## config.mk

```make
export PLATFORM = sky130hd
export DESIGN_NAME = osc_bank
export DESIGN_NICKNAME = d
export VERILOG_FILES = /design/src/rtl/osc_bank.sv
export SDC_FILE = /design/constraint.sdc
export NUM_CORES = 1
export LEC_CHECK = 0
export CAP_MARGIN = 15
export CORE_MARGIN = 2
export CORE_UTILIZATION = 40
export CTS_BUF_LIST = sky130_fd_sc_hd__clkbuf_2
export DETAILED_ROUTE_END_ITERATION = 16
export GPL_TIMING_DRIVEN = 0
export PLACE_DENSITY = 0.6
export SKIP_CTS_REPAIR_TIMING = 1
export SLEW_MARGIN = 10
export SYNTH_ARGS = -nofsm -noshare
export SYNTH_HDL_FRONTEND = slang
export SYNTH_SLANG_ARGS = --single-unit
```

## constraint.sdc

```tcl
create_clock -name clk -period 4.45 [get_ports clk]
set_input_delay 0.445 -clock clk [delete_from_list [all_inputs] [get_ports clk]]
set_output_delay 0.445 -clock clk [all_outputs]
set_load 0.02 [all_outputs]
```

## src/rtl/osc_bank.sv

```systemverilog
`default_nettype none
// ============================================================================
// Module   : osc_bank
// Brief    : Multi-voice square-wave oscillator bank with registered amplitude mixer.
// Revision : 1.0 - initial release
// ============================================================================
module osc_bank #(
    parameter int NUM_VOICES = 4,
    parameter int CNT_W      = 19,
    parameter int AMP_W      = 8,
    parameter int IDX_W      = (NUM_VOICES > 1) ? $clog2(NUM_VOICES) : 1,
    parameter int MIX_W      = AMP_W + $clog2(NUM_VOICES + 1)
) (
    input  logic                        clk,
    input  logic                        nrst,
    input  logic                        cfg_we,
    input  logic [IDX_W-1:0]            cfg_voice,
    input  logic [CNT_W-1:0]            cfg_max,
    input  logic [AMP_W-1:0]            cfg_amp,
    input  logic                        cfg_en,
    input  logic                        sync,
    output logic [NUM_VOICES*CNT_W-1:0] count,
    output logic [NUM_VOICES-1:0]       wave,
    output logic [NUM_VOICES-1:0]       tick,
    output logic [MIX_W-1:0]            mix
);

    logic [NUM_VOICES*AMP_W-1:0] w_amp_all;
    logic [NUM_VOICES-1:0]       w_active;
    logic [MIX_W-1:0]            w_sum;
    logic [MIX_W-1:0]            r_mix;

    for (genvar i = 0; i < NUM_VOICES; i++) begin : g_voice
        logic [CNT_W-1:0] r_max;
        logic [CNT_W-1:0] r_count;
        logic [AMP_W-1:0] r_amp;
        logic             r_en;
        logic             r_wave;
        logic             r_tick;
        logic             w_wr;
        logic             w_restart;
        logic             w_wrap;

        // Out-of-range indices never match any voice, so such writes are dropped.
        assign w_wr      = cfg_we && (cfg_voice == IDX_W'(i));
        assign w_restart = w_wr || sync;
        assign w_wrap    = (r_count == r_max);

        always_ff @(posedge clk or negedge nrst) begin
            if (!nrst) begin
                r_max   <= '0;
                r_amp   <= '0;
                r_en    <= 1'b0;
                r_count <= '0;
                r_wave  <= 1'b0;
                r_tick  <= 1'b0;
            end else begin
                if (w_wr) begin
                    r_max <= cfg_max;
                    r_amp <= cfg_amp;
                    r_en  <= cfg_en;
                end
                if (w_restart || !r_en) begin
                    r_count <= '0;
                    r_wave  <= 1'b0;
                    r_tick  <= 1'b0;
                end else if (w_wrap) begin
                    r_count <= '0;
                    r_wave  <= ~r_wave;
                    r_tick  <= 1'b1;
                end else begin
                    r_count <= r_count + CNT_W'(1);
                    r_tick  <= 1'b0;
                end
            end
        end

        assign count[i*CNT_W +: CNT_W]     = r_count;
        assign wave[i]                     = r_wave;
        assign tick[i]                     = r_tick;
        assign w_amp_all[i*AMP_W +: AMP_W] = r_amp;
        assign w_active[i]                 = r_wave & r_en;
    end

    // MIX_W is sized so the full sum of all amplitudes always fits.
    always_comb begin
        w_sum = '0;
        for (int i = 0; i < NUM_VOICES; i++) begin
            if (w_active[i]) begin
                w_sum = w_sum + MIX_W'(w_amp_all[i*AMP_W +: AMP_W]);
            end
        end
    end

    always_ff @(posedge clk or negedge nrst) begin
        if (!nrst) begin
            r_mix <= '0;
        end else begin
            r_mix <= w_sum;
        end
    end

    assign mix = r_mix;

endmodule
`default_nettype wire

```

==> results.yml <==
outcome:
  outcome: "finished clean"
placement:
  hpwl_um: 19200
  detailed_place.area_um2: 12400
  dp_cells: 1410
  gp_congestion: 0.794
  io_buffers: 128
floorplanning:
  die_h_um: 167
  coreArea_um2: 26100
  num_rows: 59
  die_area_um2: 27800
  die_w_um: 167
  initial_utilization_pct: 40.7
  io_pins: 129
critical_path:
  cp_cell_sequence: "buf_6 -> and3_4 -> ha_1 -> a21o_1 -> a21o_1 -> xor2_1 -> and3_1 -> or2_4 -> ha_4 -> o21ai_0 -> o21bai_2 -> a21oi_2 -> xnor2_1 -> mux2_4 -> ha_4 -> nor2_2 -> o211ai_1 -> a31o_2 -> xor2_1 -> a22oi_1 -> o21ai_1"
  worstSetupStartpointType: "flip-flop"
  r2r-start: "g_voice[0].r_wave"
  cp_slowest_cell: "dfrtp_1"
  required_ns: 5.14
  timing.critical_path.slowest_cell_delay_ns: 0.40
  crit_path_end_kind: "flip-flop"
  path_max_fanout: 5
  arrival_ns: 5.04
  cp_num_cells: 21
  reg2reg_depth: 21
  critical_path_buf_inv_count: 1
  path_delay_family: "compound AO/OA/AOI/OAI gates"
  critPathKind: "reg2reg"
  cp-startpoint: "g_voice[0].r_wave"
layout:
  fin_cells: 1522
  nNetsFinal: 1212
  drive_gt1_share_pct: 24.4
  areaGrowthSynthToFinish_pct: 24.8
  finish.utilization_pct: 50.7
  stdcell_area_um2: 13200
  fillCellCount: 2424
clock_tree:
  clock_latency_ns: 0.88
  ctsHtreeMaxLevel: 2
  cts_root_buf: "clkbuf_2"
  path_clk_slew_ns: 0.11
  cts_buffer_depth: 3
  cts_buffers: 54
  clock-sinks: 207
  cts_tree: "built"
pwr:
  ir_drop_mv: 0.182
  clockPowerShare_pct: 30.2
  p_int_uw: 2930
  p_per_area_nw_per_um2: 316
  p_sw_uw: 1260
  seq_power_share_pct: 53.5
  swShare_pct: 30.0
  p_leak_uw: 0.00547
  p_comb_share_pct: 16.3
route:
  wl_per_cell_um: 17.8
  drc: 0
  via_per_inst: 5.06
  via_count: 7699
  drt_iter0_drc: 401
  ant_nets: 0
  wl_um: 27100
  dr.pass1.iters: 4
sta:
  min_period_ns: 4.35
  final.setup.tns_ns: 0
  maxSlewHeadroom_pct: 42.6
  final-hold-violation-count: 0
  setup_viol: 0
  fin_crit_sh_pct: 97.7
  clock.fmax_mhz: 230
  whs_ns: 0.0556
  tightest_slew_ns: 0.861
  finalMaxSlewViolations: 0
  fin_skew_ns: 0.0804
  rsz0062_at_grt: "yes"
global_routing:
  antenna_found_initial: 1
  grt_pass1_wl_um: 42500
  grt_use_total_pct: 19.2
  grt_pass1_vias: 7759
  overflow: 0
  grt_max_degree: 102
yosys:
  synth_nets: 1009
  synth_top_area_cell: "dfrtp_1"
  ys_seq_area_share_pct: 48.9
  synth_seq_cells: 207
  yosysTopAreaCellShare_pct: 48.9
  async_flop_share_pct: 100
  synthCells: 945
  yosys_warnings: 0
  syn_avg_cell_area_um2: 11.2
  synth_edf_count: 0
  syn_area_um2: 10600
  ys_types: 63
  synthTopCellsByArea: "dfrtp_1, mux2_2, xnor2_1, nor2_1, xor2_1"
  synthFlopType: "dfrtp_1"
job:
  cap_violations: 0
min_path:
  hold_path_class: "in2async"
[power by group through the flow]
| stage | combinational [µW] | clock (µW) | sequential [µW] |
|---|---|---|---|
| after floorplan | 444 | 0 | 2230 |
| after global placement | 620 | 0 | 2270 |
| after detailed placement | 640 | 0 | 2280 |
| after CTS | 644 | 1330 | 2240 |
| after global routing | 752 | 1440 | 2270 |
| final | 680 | 1260 | 2240 |
[routing by layer]
layer  track usage (%)  wire, µm  vias to the layer above
met2              31.3     13200                      169
met4              5.06       399                        0
met5                 0         0                        -
met1              26.2     12200                     3794
met3              3.80      1220                       35
li1                  -         -                     3701
[cells by family after synthesis]
logic type,after synthesis,share of synthesized area (%)
and+or+nand+nor,290,13.7
xor gates and xnor gates,160,13.2
muxes,119,12.6
buffers and inverters,61,2.62
AOI/OAI and AO/OA,77,5.13
adders and majority gates,31,3.85
DFF,207,48.9
[Yosys cell counts (18+ instances only)]
cell     instances
nand2_1         38
nor2_1         112
xor2_1          48
mux2_2         117
and3_1          21
inv_1           22
o21ai_0         18
nand3_1         29
ha_1            27
nand4_1         30
xnor2_1        112
dfrtp_1        207
[worst paths after layout]
check	to	slack, ns
setup / recovery	mix[7]	0.10
hold / removal	mix[5]	0.06
setup reg to reg	mix[7]	0.10
hold reg to reg	g_voice[0].r_amp[2]	0.51
max in group asynchronous	g_voice[2].r_max[2]	3.28
min in group clk	g_voice[3].r_amp[7]	0.34
[flip-flops by register name, indices dropped and copies added, names as in the netlist]
name / cells
g_voice.r_count: 76
g_voice.r_max: 76
g_voice.r_amp: 32
mix: 11
g_voice.r_en: 4
g_voice.r_tick: 4
g_voice.r_wave: 4
[layout by cell type (no fill, tap or decap), types with 7 or more instances in the layout]
| cell | n |
|---|---|
| clkdlybuf4s50_1 | 127 |
| nand2_1 | 38 |
| clkinv_1 | 13 |
| clkbuf_2 | 78 |
| and3_1 | 20 |
| mux2_2 | 115 |
| nand2b_1 | 8 |
| clkbuf_1 | 16 |
| nor2b_1 | 7 |
| ha_1 | 22 |
| xor2_1 | 48 |
| a21oi_1 | 12 |
| nand3_1 | 28 |
| nand4_1 | 30 |
| buf_4 | 23 |
| dfrtp_1 | 207 |
| buf_2 | 9 |
| xnor2_1 | 112 |
| nor2_1 | 111 |
| o21ai_0 | 13 |
| inv_1 | 21 |
[per-stage QoR]
| stage | setup WS [ns] | power (µW) |
|---|---|---|
| global placement | -6.09 | 2890 |
| global route | -0.114 | 4450 |
| detailed placement | -0.579 | 2920 |
| floorplan | 0.151 | 2670 |
| CTS | -0.622 | 4210 |
| finish | 0.104 | 4180 |
[area by class of cell]
| cell class | instances | area (µm²) | share of cell area [%] |
|---|---|---|---|
| inverters | 22 | 82.6 | 0.625 |
| clock inverters | 17 | 75.1 | 0.568 |
| plain buffers | 39 | 199 | 1.50 |
| well taps | 335 | 419 | 3.17 |
| flip-flops and latches | 207 | 5180 | 39.2 |
| multi-input cells | 677 | 5400 | 40.9 |
| diodes | 1 | 2.50 | 0.0189 |
| repair buffers | 147 | 1470 | 11.1 |
| clock buffers | 77 | 385 | 2.92 |
No activity file was read; power rests on OpenSTA's default activity.
